`src/rtl/tmds_encoder_hdmi.sv`:
```
// Multi-lane pipelined TMDS encoder: control, 8b/10b video, TERC4 data island and guard band symbols.
// Define TMDS_BIAS_MON_EN to expose the registered per-lane running disparity on o_bias.
module tmds_encoder_hdmi #(
  parameter int NCH     = 3,
  parameter int LATENCY = 2,
  parameter int BIAS_W  = 6
) (
  input  logic                  i_clk,
  input  logic                  i_rst_n,
  input  logic                  i_ce,
  input  logic [1:0]            i_mode,
  input  logic                  i_gb_di,
  input  logic [NCH*8-1:0]      i_data,
  input  logic [NCH*2-1:0]      i_ctrl,
  input  logic [NCH*4-1:0]      i_terc,
  output logic [NCH*10-1:0]     o_tmds,
  output logic [1:0]            o_mode
`ifdef TMDS_BIAS_MON_EN
  ,
  output logic [NCH*BIAS_W-1:0] o_bias
`endif
);

  localparam logic [1:0] M_CTRL  = 2'b00;
  localparam logic [1:0] M_VIDEO = 2'b01;
  localparam logic [1:0] M_TERC  = 2'b10;
  localparam logic [1:0] M_GUARD = 2'b11;
  localparam logic [9:0] SYM_CTRL0 = 10'b1101010100;
  localparam logic [9:0] GB_A      = 10'b1011001100;
  localparam logic [9:0] GB_B      = 10'b0100110011;

  if (NCH < 1 || NCH > 4) begin : g_bad_nch
    $error("tmds_encoder_hdmi: NCH must be in 1..4");
  end
  if (LATENCY < 1 || LATENCY > 2) begin : g_bad_latency
    $error("tmds_encoder_hdmi: LATENCY must be 1 or 2");
  end
  if (BIAS_W < 6) begin : g_bad_bias_w
    $error("tmds_encoder_hdmi: BIAS_W must be at least 6");
  end

  function automatic logic [9:0] ctrl_sym(input logic [1:0] c);
    case (c)
      2'b00:   return 10'b1101010100;
      2'b01:   return 10'b0010101011;
      2'b10:   return 10'b0101010100;
      default: return 10'b1010101011;
    endcase
  endfunction

  function automatic logic [9:0] terc4_sym(input logic [3:0] t);
    case (t)
      4'h0:    return 10'b1010011100;
      4'h1:    return 10'b1001100011;
      4'h2:    return 10'b1011100100;
      4'h3:    return 10'b1011100010;
      4'h4:    return 10'b0101110001;
      4'h5:    return 10'b0100011110;
      4'h6:    return 10'b0110001110;
      4'h7:    return 10'b0100111100;
      4'h8:    return 10'b1011001100;
      4'h9:    return 10'b0100111001;
      4'hA:    return 10'b0110011100;
      4'hB:    return 10'b1011000110;
      4'hC:    return 10'b1010001110;
      4'hD:    return 10'b1001110001;
      4'hE:    return 10'b0101100011;
      default: return 10'b1011000011;
    endcase
  endfunction

  // Symbol for every non-video mode; in data-island guard, lane 0 carries the caller-packed TERC4 nibble.
  function automatic logic [9:0] fixed_sym(input logic [1:0] mode, input logic gb_di, input int lane,
                                           input logic [1:0] c, input logic [3:0] t);
    case (mode)
      M_TERC:  return terc4_sym(t);
      M_GUARD: begin
        if (gb_di) return (lane == 0) ? terc4_sym(t) : GB_B;
        else       return (lane == 1) ? GB_B : GB_A;
      end
      default: return ctrl_sym(c);
    endcase
  endfunction

  function automatic logic [8:0] qm_calc(input logic [7:0] d);
    logic [3:0] n1;
    logic       use_xnor;
    logic [8:0] q;
    n1       = 4'($countones(d));
    use_xnor = (n1 > 4'd4) || (n1 == 4'd4 && !d[0]);
    q[0]     = d[0];
    for (int k = 1; k < 8; k++) q[k] = use_xnor ? ~(q[k-1] ^ d[k]) : (q[k-1] ^ d[k]);
    q[8]     = ~use_xnor;
    return q;
  endfunction

  // Ones minus zeros of q_m[7:0], two's complement in 5 bits (-8..+8).
  function automatic logic [4:0] bal_calc(input logic [7:0] q);
    logic [3:0] n;
    n = 4'($countones(q));
    return {n, 1'b0} - 5'd8;
  endfunction

  // Returns {next_bias, symbol}; bias arithmetic is two's complement modulo 2^BIAS_W.
  function automatic logic [BIAS_W+9:0] video_enc(input logic [8:0] qm, input logic [4:0] bal,
                                                  input logic [BIAS_W-1:0] bias);
    logic [BIAS_W-1:0] balx, two_q8, two_nq8, nb;
    logic [9:0]        sym;
    balx    = {{(BIAS_W-5){bal[4]}}, bal};
    two_q8  = qm[8] ? BIAS_W'(2) : '0;
    two_nq8 = qm[8] ? '0 : BIAS_W'(2);
    if (bias == '0 || bal == '0) begin
      sym = {~qm[8], qm[8], qm[8] ? qm[7:0] : ~qm[7:0]};
      nb  = qm[8] ? bias + balx : bias - balx;
    end else if (bias[BIAS_W-1] == bal[4]) begin
      sym = {1'b1, qm[8], ~qm[7:0]};
      nb  = bias + two_q8 - balx;
    end else begin
      sym = {1'b0, qm[8], qm[7:0]};
      nb  = bias + balx - two_nq8;
    end
    return {nb, sym};
  endfunction

  logic [8:0] qm_d  [NCH];
  logic [4:0] bal_d [NCH];
  logic [9:0] fix_d [NCH];
  logic [8:0] qm_s  [NCH];
  logic [4:0] bal_s [NCH];
  logic [9:0] fix_s [NCH];
  logic [1:0] mode_s;

  for (genvar g = 0; g < NCH; g++) begin : g_lane_pre
    assign qm_d[g]  = qm_calc(i_data[8*g +: 8]);
    assign bal_d[g] = bal_calc(qm_d[g][7:0]);
    assign fix_d[g] = fixed_sym(i_mode, i_gb_di, g, i_ctrl[2*g +: 2], i_terc[4*g +: 4]);
  end

  if (LATENCY == 2) begin : g_stage1
    logic [8:0] qm_q  [NCH];
    logic [4:0] bal_q [NCH];
    logic [9:0] fix_q [NCH];
    logic [1:0] mode_q;

    always_ff @(posedge i_clk) begin
      if (!i_rst_n) begin
        mode_q <= M_CTRL;
        for (int i = 0; i < NCH; i++) begin
          qm_q[i]  <= '0;
          bal_q[i] <= '0;
          fix_q[i] <= SYM_CTRL0;
        end
      end else if (i_ce) begin
        mode_q <= i_mode;
        for (int i = 0; i < NCH; i++) begin
          qm_q[i]  <= qm_d[i];
          bal_q[i] <= bal_d[i];
          fix_q[i] <= fix_d[i];
        end
      end
    end

    assign mode_s = mode_q;
    assign qm_s   = qm_q;
    assign bal_s  = bal_q;
    assign fix_s  = fix_q;
  end else begin : g_stage1_bypass
    assign mode_s = i_mode;
    assign qm_s   = qm_d;
    assign bal_s  = bal_d;
    assign fix_s  = fix_d;
  end

  logic [9:0]        tmds_d [NCH];
  logic [BIAS_W-1:0] bias_d [NCH];
  logic [9:0]        tmds_q [NCH];
  logic [BIAS_W-1:0] bias_q [NCH];
  logic [1:0]        mode_q;

  // Any non-video symbol clears the lane bias, so the next video symbol starts balanced.
  always_comb begin
    for (int i = 0; i < NCH; i++) begin
      tmds_d[i] = fix_s[i];
      bias_d[i] = '0;
      if (mode_s == M_VIDEO) {bias_d[i], tmds_d[i]} = video_enc(qm_s[i], bal_s[i], bias_q[i]);
    end
  end

  // i_ce low freezes every register; reset overrides it.
  always_ff @(posedge i_clk) begin
    if (!i_rst_n) begin
      mode_q <= M_CTRL;
      for (int i = 0; i < NCH; i++) begin
        tmds_q[i] <= SYM_CTRL0;
        bias_q[i] <= '0;
      end
    end else if (i_ce) begin
      mode_q <= mode_s;
      for (int i = 0; i < NCH; i++) begin
        tmds_q[i] <= tmds_d[i];
        bias_q[i] <= bias_d[i];
      end
    end
  end

  assign o_mode = mode_q;
  for (genvar g = 0; g < NCH; g++) begin : g_lane_out
    assign o_tmds[10*g +: 10] = tmds_q[g];
`ifdef TMDS_BIAS_MON_EN
    assign o_bias[BIAS_W*g +: BIAS_W] = bias_q[g];
`endif
  end

endmodule
```
`config.mk`:
```
export PLATFORM = sky130hd
export DESIGN_NAME = tmds_encoder_hdmi
export DESIGN_NICKNAME = d
export VERILOG_FILES = /design/src/rtl/tmds_encoder_hdmi.sv
export SDC_FILE = /design/constraint.sdc
export NUM_CORES = 1
export LEC_CHECK = 0
export ABC_AREA = 1
export CAP_MARGIN = 20
export CORE_UTILIZATION = 64
export DETAILED_ROUTE_END_ITERATION = 16
export GPL_TIMING_DRIVEN = 0
export PLACE_DENSITY = 0.87
export SKIP_LAST_GASP = 1
export SLEW_MARGIN = 15
export SYNTH_ARGS = -nofsm -noshare
export SYNTH_HDL_FRONTEND = slang
export SYNTH_SLANG_ARGS = --single-unit
```
`constraint.sdc`:
```
create_clock -name i_clk -period 16.7 [get_ports i_clk]
set_input_delay 2.505 -clock i_clk [delete_from_list [all_inputs] [get_ports i_clk]]
set_output_delay 2.505 -clock i_clk [all_outputs]
set_load 0.005 [all_outputs]
```
==> insert_results.sql, run 1 <==
INSERT INTO impl_metrics (metric_group, metric, value, unit) VALUES
('synthesis', 'netlist.top_cell.by_area', 'dfxtp_1', ''),
('cts', 'ctsLongestPathBuffers', '2', ''),
('power_and_ir_drop', 'cellLeakagePower', '0.00518', 'uW'),
('timing', 'fin_skew', '7.16', 'ps'),
('global_routing', 'initial_antenna_violation_count', '0', ''),
('run_status', 'status', 'completed', ''),
('run', 'drv.max_cap_violation_count', '0', ''),
('timing', 'setup_repair_after_global_routing_missed_its_margin', 'false', ''),
('power_and_ir_drop', 'vdd_drop_max', '0.000107', 'V'),
('worst_setup_path', 'reg2reg_from', 'g_stage1.qm_q[26]', ''),
('synthesis', 'postSynth.asyncResetShare', '0', '%'),
('floorplanning', 'die_width', '125', 'um'),
('synthesis', 'synth_top_flop_cell', 'dfxtp_1', ''),
('cells_and_area', 'area.growth.synth_to_final', '16.4', '%'),
('power_and_ir_drop', 'total_power', '1600', 'uW'),
('global_routing', 'grt_pass1_wl', '41200', 'um'),
('cts', 'cts.clk_slew.worst_paths', '60', 'ps'),
('timing', 'fmaxAchievable', '115', 'MHz'),
('routing', 'detail_route.drc_violations', '0', ''),
('synthesis', 'ys_seq_elements', '121', ''),
('worst_setup_path', 'critPathLaunch', 'i_data[0]', ''),
('place', 'dp.final_hpwl', '18700', 'um'),
('timing', 'slew_violations', '0', ''),
('synthesis', 'netlist.area_leader.share', '15.2', '%'),
('routing', 'via_per_inst', '5.84', ''),
('timing', 'hold_viol', '0', ''),
('global_routing', 'grt_start_max_net_pins', '35', ''),
('timing', 'timing.final.crit_period', '8700', 'ps'),
('place', 'port_buffers', '76', ''),
('cts', 'cts.repair_timing.setup_buffer_count', '0', ''),
('cts', 'clk_latency', '430', 'ps'),
('cts', 'cts_resized', '0', ''),
('synthesis', 'synth-edff-count', '48', ''),
('place', 'gp_congestion', '0.926', ''),
('synthesis', 'synth.lib_cells_used.distinct', '56', ''),
('worst_hold_path', 'worst_hold_startpoint', 'fix_s[15]', ''),
('routing', 'wl', '25300', 'um'),
('timing', 'max_slew_margin', '47.9', '%'),
('cts', 'cts_buffers', '17', ''),
('cts', 'clock_sink_count', '121', ''),
('worst_setup_path', 'setup.worst_path.start_class', 'primary input', ''),
('worst_hold_path', 'hp-class', 'reg -> reg', ''),
('timing', 'setup_violations_final', '0', ''),
('floorplanning', 'floorplan.core_area', '0.0146', 'mm2'),
('floorplanning', 'initial_core_util', '66.0', '%'),
('routing', 'drtPass1Iterations', '6', ''),
('routing', 'ant_nets', '0', ''),
('floorplanning', 'ioPinCount', '80', ''),
('cells_and_area', 'drive_above_1_share', '8.37', '%'),
('synthesis', 'syn-num-nets', '1398', ''),
('timing', 'finalSetupTns', '0', 'ps'),
('synthesis', 'number_of_warnings_issued_by_yosys', '0', ''),
('cells_and_area', 'antenna-diode-count', '0', ''),
('routing', 'via_count', '8811', ''),
('timing', 'tightestPinTransition', '781', 'ps'),
('worst_setup_path', 'worst_ep_required_time', '16980', 'ps'),
('worst_setup_path', 'timing.setup.critical_path_class', 'in -> reg', ''),
('synthesis', 'synth.area.top_cells', 'dfxtp_1, edfxtp_1, ha_1', ''),
('worst_setup_path', 'end_kind', 'register', ''),
('cts', 'htreeDepth', '4', ''),
('routing', 'detail_route.wl_per_cell', '16.8', 'um'),
('cts', 'clock_tree.root_cell', 'clkbuf_16', ''),
('worst_setup_path', 'cp_data_arrival_time', '8980', 'ps'),
('global_routing', 'grt_overflow_total', '0', ''),
('cts', 'cts_tree', 'built', ''),
('floorplanning', 'floorplan.die.height', '125', 'um'),
('worst_setup_path', 'critPathMaxFanout', '5', ''),
('cells_and_area', 'final_nets', '1494', ''),
('timing', 'post-route-period-util', '52.1', '%'),
('global_routing', 'grt_usage', '33.4', '%'),
('global_routing', 'first_global_vias', '8613', ''),
('synthesis', 'synth_sequential_area_ratio', '30.1', '%'),
('synthesis', 'syn-mean-instance-area', '7.92', 'um2'),
('cells_and_area', 'fill_cells', '988', ''),
('synthesis', 'synth_area', '0.00963', 'mm2'),
('power_and_ir_drop', 'powerDensity', '142', 'mW/mm2'),
('cts', 'hold_buffers', '0', ''),
('routing', 'first_iter_violations', '885', ''),
('floorplanning', 'std_cell_rows', '44', ''),
('synthesis', 'synthesis.instances', '1217', ''),
('floorplanning', 'die_area', '0.0155', 'mm2');
-- report_power, final --
group	switching (uW)	internal, uW	leakage (uW)
clock network	149	208	0.000266
registers	30.3	345	0.00109
logic	527	338	0.00382
-- final cells by class --
| class | count | area [um2] | share of cell area, % |
|---|---|---|---|
| tap | 184 | 230 | 2.05 |
| timing repair buffer | 77 | 781 | 6.96 |
| sequential | 121 | 2900 | 25.9 |
| multi-input combinational | 867 | 5840 | 52.1 |
| buffer | 33 | 156 | 1.39 |
| inverter | 196 | 736 | 6.56 |
| clock buffer | 18 | 429 | 3.83 |
| clock inverter | 14 | 141 | 1.26 |
-- state kept, by name, indices dropped and copies added (netlist names) --
signal	count
bias_q	18
fix_s	30
bal_s	12
g_stage1.mode_q	2
g_stage1.qm_q	27
tmds_q	30
o_mode	2
-- worst max-delay path, cell delays in order --
cell and delay (ps):
clkdlybuf4s50_1 630, inv_1 190, fa_1 590, fa_1 430
fa_1 490, inv_1 60, ha_1 220, fa_1 440
o31ai_1 310, nand2_1 280, xor2_1 250, fa_1 530
inv_1 60, fa_1 520, inv_1 60, fa_1 440
ha_1 230, fa_1 400, inv_1 130, nand2_1 80
nand2_1 80, o22ai_1 70
-- per-layer routing --
layer,GRT usage (%),up-vias,part of all wire [%]
met2,56.2,445,48
met1,41.3,4075,41
met5,0,-,0
met4,17.9,0,4.2
met3,4.90,100,6.7
li1,-,4191,-
-- synth_stat cells, types with 12 or more instances --
cell type,instances
a21oi_1,85
clkbuf_1,16
dfxtp_1,73
edfxtp_1,48
fa_1,41
ha_1,92
inv_1,176
inv_2,14
nand2_1,229
nand2_2,21
nand3_1,58
nor2_1,73
o211ai_1,12
o21ai_0,83
o21ai_1,17
o22ai_1,19
xor2_1,37
-- stage by stage --
stage          cell area, um2  hold WS (ps)  worst slack (ps)  util, %  instances
2_1_floorplan            9630           423              8900        -       1217
3_3_place_gp            10600           435              7940     72.8       1477
3_5_place_dp            10600           439              7800     73.0       1478
4_1_cts                 11200           453              8110     76.9       1510
5_1_grt                 11200           470              7890     76.9       1510
6_report                11200           455              8000     76.9       1510
-- cell usage in the layout, fill, tap and decap left out, drive strengths merged, types with 10 or more instances in the layout --
cell type and n:
a21oi 85, buf 18, clkbuf 34, clkdlybuf4s50 76, clkinv 10, dfxtp 73, edfxtp 48, fa 41
ha 92, inv 195, nand2 253, nand3 60, nor2 75, o211ai 19, o21ai 104, o22ai 20
or2 12, xnor2 10, xor2 39
-- final timing paths --
| path | endpoint | slack [ps] | cells after the start |
|---|---|---|---|
| worst max-delay path | bal_s[14] | 8000 | 22 |
| worst min-delay path | fix_s[15] | 460 | 2 |
| worst max register to register | bias_q[0][5] | 13770 | 11 |
| worst min register to register | fix_s[15] | 460 | 2 |
-- cell families after synthesis --
kind of cell | Yosys count | share of synthesized area, %
xor+xnor | 49 | 4.61
fa+ha+maj | 133 | 20.5
buf+inv | 229 | 9.25
compound gates | 266 | 16.6
simple gates | 419 | 18.9
flops | 121 | 30.1
Power figures use the tool's default switching activity.
==> inputs of run 2 (changes only) <==
--- a/config.mk
+++ b/config.mk
@@ -7,10 +7,10 @@
 export LEC_CHECK = 0
 export ABC_AREA = 1
 export CAP_MARGIN = 20
-export CORE_UTILIZATION = 64
+export CORE_UTILIZATION = 54
 export DETAILED_ROUTE_END_ITERATION = 16
 export GPL_TIMING_DRIVEN = 0
-export PLACE_DENSITY = 0.87
+export PLACE_DENSITY = 0.78
 export SKIP_LAST_GASP = 1
 export SLEW_MARGIN = 15
 export SYNTH_ARGS = -nofsm -noshare
==> constraint.sdc (replaced) <==
create_clock -name i_clk -period 7.65 [get_ports i_clk]
set_input_delay 1.1475 -clock i_clk [delete_from_list [all_inputs] [get_ports i_clk]]
set_output_delay 1.1475 -clock i_clk [all_outputs]
set_load 0.005 [all_outputs]
==> insert_results.sql, run 2 (synthesis gave the netlist of run 1 again) <==
INSERT INTO impl_metrics (metric_group, metric, value, unit) VALUES
('timing', 'finalSetupTns', '0', 'ps'),
('floorplanning', 'ioPinCount', '80', ''),
('cells_and_area', 'layout.cells.non_filler', '1551', ''),
('global_routing', 'grt_start_max_net_pins', '32', ''),
('routing', 'detail_route.drc_violations', '0', ''),
('floorplanning', 'std_cell_rows', '48', ''),
('timing', 'max_slew_margin', '49.9', '%'),
('timing', 'fmaxAchievable', '141', 'MHz'),
('place', 'detailed_place.area', '0.0107', 'mm2'),
('timing', 'setup_violations_final', '0', ''),
('cts', 'cts.clk_slew.worst_paths', '60', 'ps'),
('routing', 'via_count', '8695', ''),
('global_routing', 'initial_antenna_violation_count', '0', ''),
('cells_and_area', 'drive_above_1_share', '8.22', '%'),
('cts', 'clk_latency', '420', 'ps'),
('timing', 'setup_repair_after_global_routing_missed_its_margin', 'false', ''),
('place', 'port_buffers', '76', ''),
('timing', 'fin_skew', '6.76', 'ps'),
('routing', 'ant_nets', '0', ''),
('worst_setup_path', 'timing.setup.critical_path_class', 'in -> reg', ''),
('global_routing', 'grt_pass1_wl', '40900', 'um'),
('power_and_ir_drop', 'cellLeakagePower', '0.00519', 'uW'),
('run', 'drv.max_cap_violation_count', '0', ''),
('worst_setup_path', 'cp_data_arrival_time', '7350', 'ps'),
('floorplanning', 'die_area', '0.0184', 'mm2'),
('place', 'detailedPlace.worstSlack', '170', 'ps'),
('cts', 'cts_resized', '0', ''),
('cells_and_area', 'antenna-diode-count', '0', ''),
('routing', 'drtPass1Iterations', '5', ''),
('timing', 'timing.final.crit_period', '7080', 'ps'),
('timing', 'slew_violations', '0', ''),
('power_and_ir_drop', 'vdd_drop_max', '0.000181', 'V'),
('cells_and_area', 'util_after_layout', '64.8', '%'),
('cells_and_area', 'layout.cell_area.non_filler', '0.0112', 'mm2'),
('cts', 'clock_tree.root_cell', 'clkbuf_16', ''),
('cts', 'cts_buffers', '17', ''),
('cts', 'htreeDepth', '4', ''),
('timing', 'tightestPinTransition', '752', 'ps'),
('timing', 'final_worst_slack', '565', 'ps'),
('floorplanning', 'initial_core_util', '55.5', '%'),
('cells_and_area', 'final_nets', '1494', ''),
('global_routing', 'first_global_vias', '8349', ''),
('floorplanning', 'floorplan.core_area', '0.0174', 'mm2'),
('power_and_ir_drop', 'powerDensity', '300', 'mW/mm2'),
('routing', 'detail_route.wl_per_cell', '16.2', 'um'),
('run_status', 'status', 'completed', ''),
('global_routing', 'grt_usage', '28.6', '%'),
('place', 'gp_congestion', '0.939', ''),
('timing', 'hold_viol', '0', ''),
('cells_and_area', 'area.growth.synth_to_final', '16.8', '%'),
('worst_setup_path', 'critPathMaxFanout', '5', ''),
('cts', 'cts.repair_timing.setup_buffer_count', '0', ''),
('cts', 'ctsLongestPathBuffers', '2', ''),
('cells_and_area', 'fill_cells', '1460', ''),
('place', 'placedCellCount', '1519', ''),
('routing', 'via_per_inst', '5.61', ''),
('timing', 'post-route-period-util', '92.6', '%'),
('worst_setup_path', 'end_kind', 'register', ''),
('cts', 'hold_buffers', '0', ''),
('routing', 'first_iter_violations', '713', ''),
('worst_setup_path', 'worst_ep_required_time', '7910', 'ps'),
('floorplanning', 'floorplan.die.height', '136', 'um'),
('worst_setup_path', 'setup.worst_path.start_class', 'primary input', ''),
('cts', 'cts_tree', 'built', ''),
('cts', 'clock_sink_count', '121', ''),
('floorplanning', 'die_width', '136', 'um'),
('cells_and_area', 'final_common_cell', 'nand2_1', ''),
('global_routing', 'grt_overflow_total', '0', ''),
('place', 'dp.final_hpwl', '19100', 'um'),
('cells_and_area', 'most-common-layout-cells', 'nand2_1, inv_1, ha_1', ''),
('worst_hold_path', 'hp-class', 'reg -> reg', ''),
('routing', 'wl', '25200', 'um');
[run 2: cell type report]
type | instances | area, um2 | share of cell area (%)
Timing Repair Buffer | 77 | 781 | 6.94
Clock buffer | 23 | 489 | 4.35
Inverter | 196 | 736 | 6.54
Sequential cell | 121 | 2900 | 25.8
Multi-Input combinational cell | 867 | 5840 | 51.9
Buffer | 33 | 156 | 1.39
Clock inverter | 9 | 62.6 | 0.556
Tap cell | 225 | 282 | 2.50
[run 2: routing by layer]
metal  share of wire (%)  vias to the layer above  wire (um)  track usage, %
li1                    -                     4183          -               -
met3                 6.8                       58       1700            4.08
met1                  43                     4088      10800            38.0
met5                   0                        -          0               0
met2                  47                      366      11900            46.8
met4                 3.0                        0        762            11.6
[run 2: power breakdown]
part	internal [uW]	switching, uW
logic	724	1080
registers	753	68.2
clock network	451	304
total	1930	1450
[run 2: worst max-delay path, cell delays in order]
cell and delay [ps]:
clkdlybuf4s50_1 570, inv_1 160, fa_1 570, fa_1 440, fa_1 490, inv_1 40
ha_1 200, fa_1 430, o31ai_1 240, nand2_1 270, xnor2_1 370, fa_1 460
inv_1 90, fa_1 410, inv_1 80, fa_1 410, ha_1 230, fa_1 390
inv_1 100, nand2_1 60, nand2_1 70, o22ai_1 110
[run 2: path summary, 6_finish.rpt]
check	start	to	slack (ps)	cells after the start
worst max-delay path	i_data[0]	bal_s[14]	570	22
worst min-delay path	g_stage1.qm_q[25]	g_stage1.qm_q[25]	460	2
worst max register to register	g_stage1.qm_q[26]	bias_q[0][5]	4730	11
worst min register to register	g_stage1.qm_q[25]	g_stage1.qm_q[25]	460	2
[run 2: stage by stage]
step / hold slack [ps] / total power [uW]
2_1_floorplan: 423 / 2160
3_3_place_gp: 437 / 2510
3_5_place_dp: 442 / 2580
4_1_cts: 456 / 3360
5_1_grt: 471 / 3660
6_report: 456 / 3380
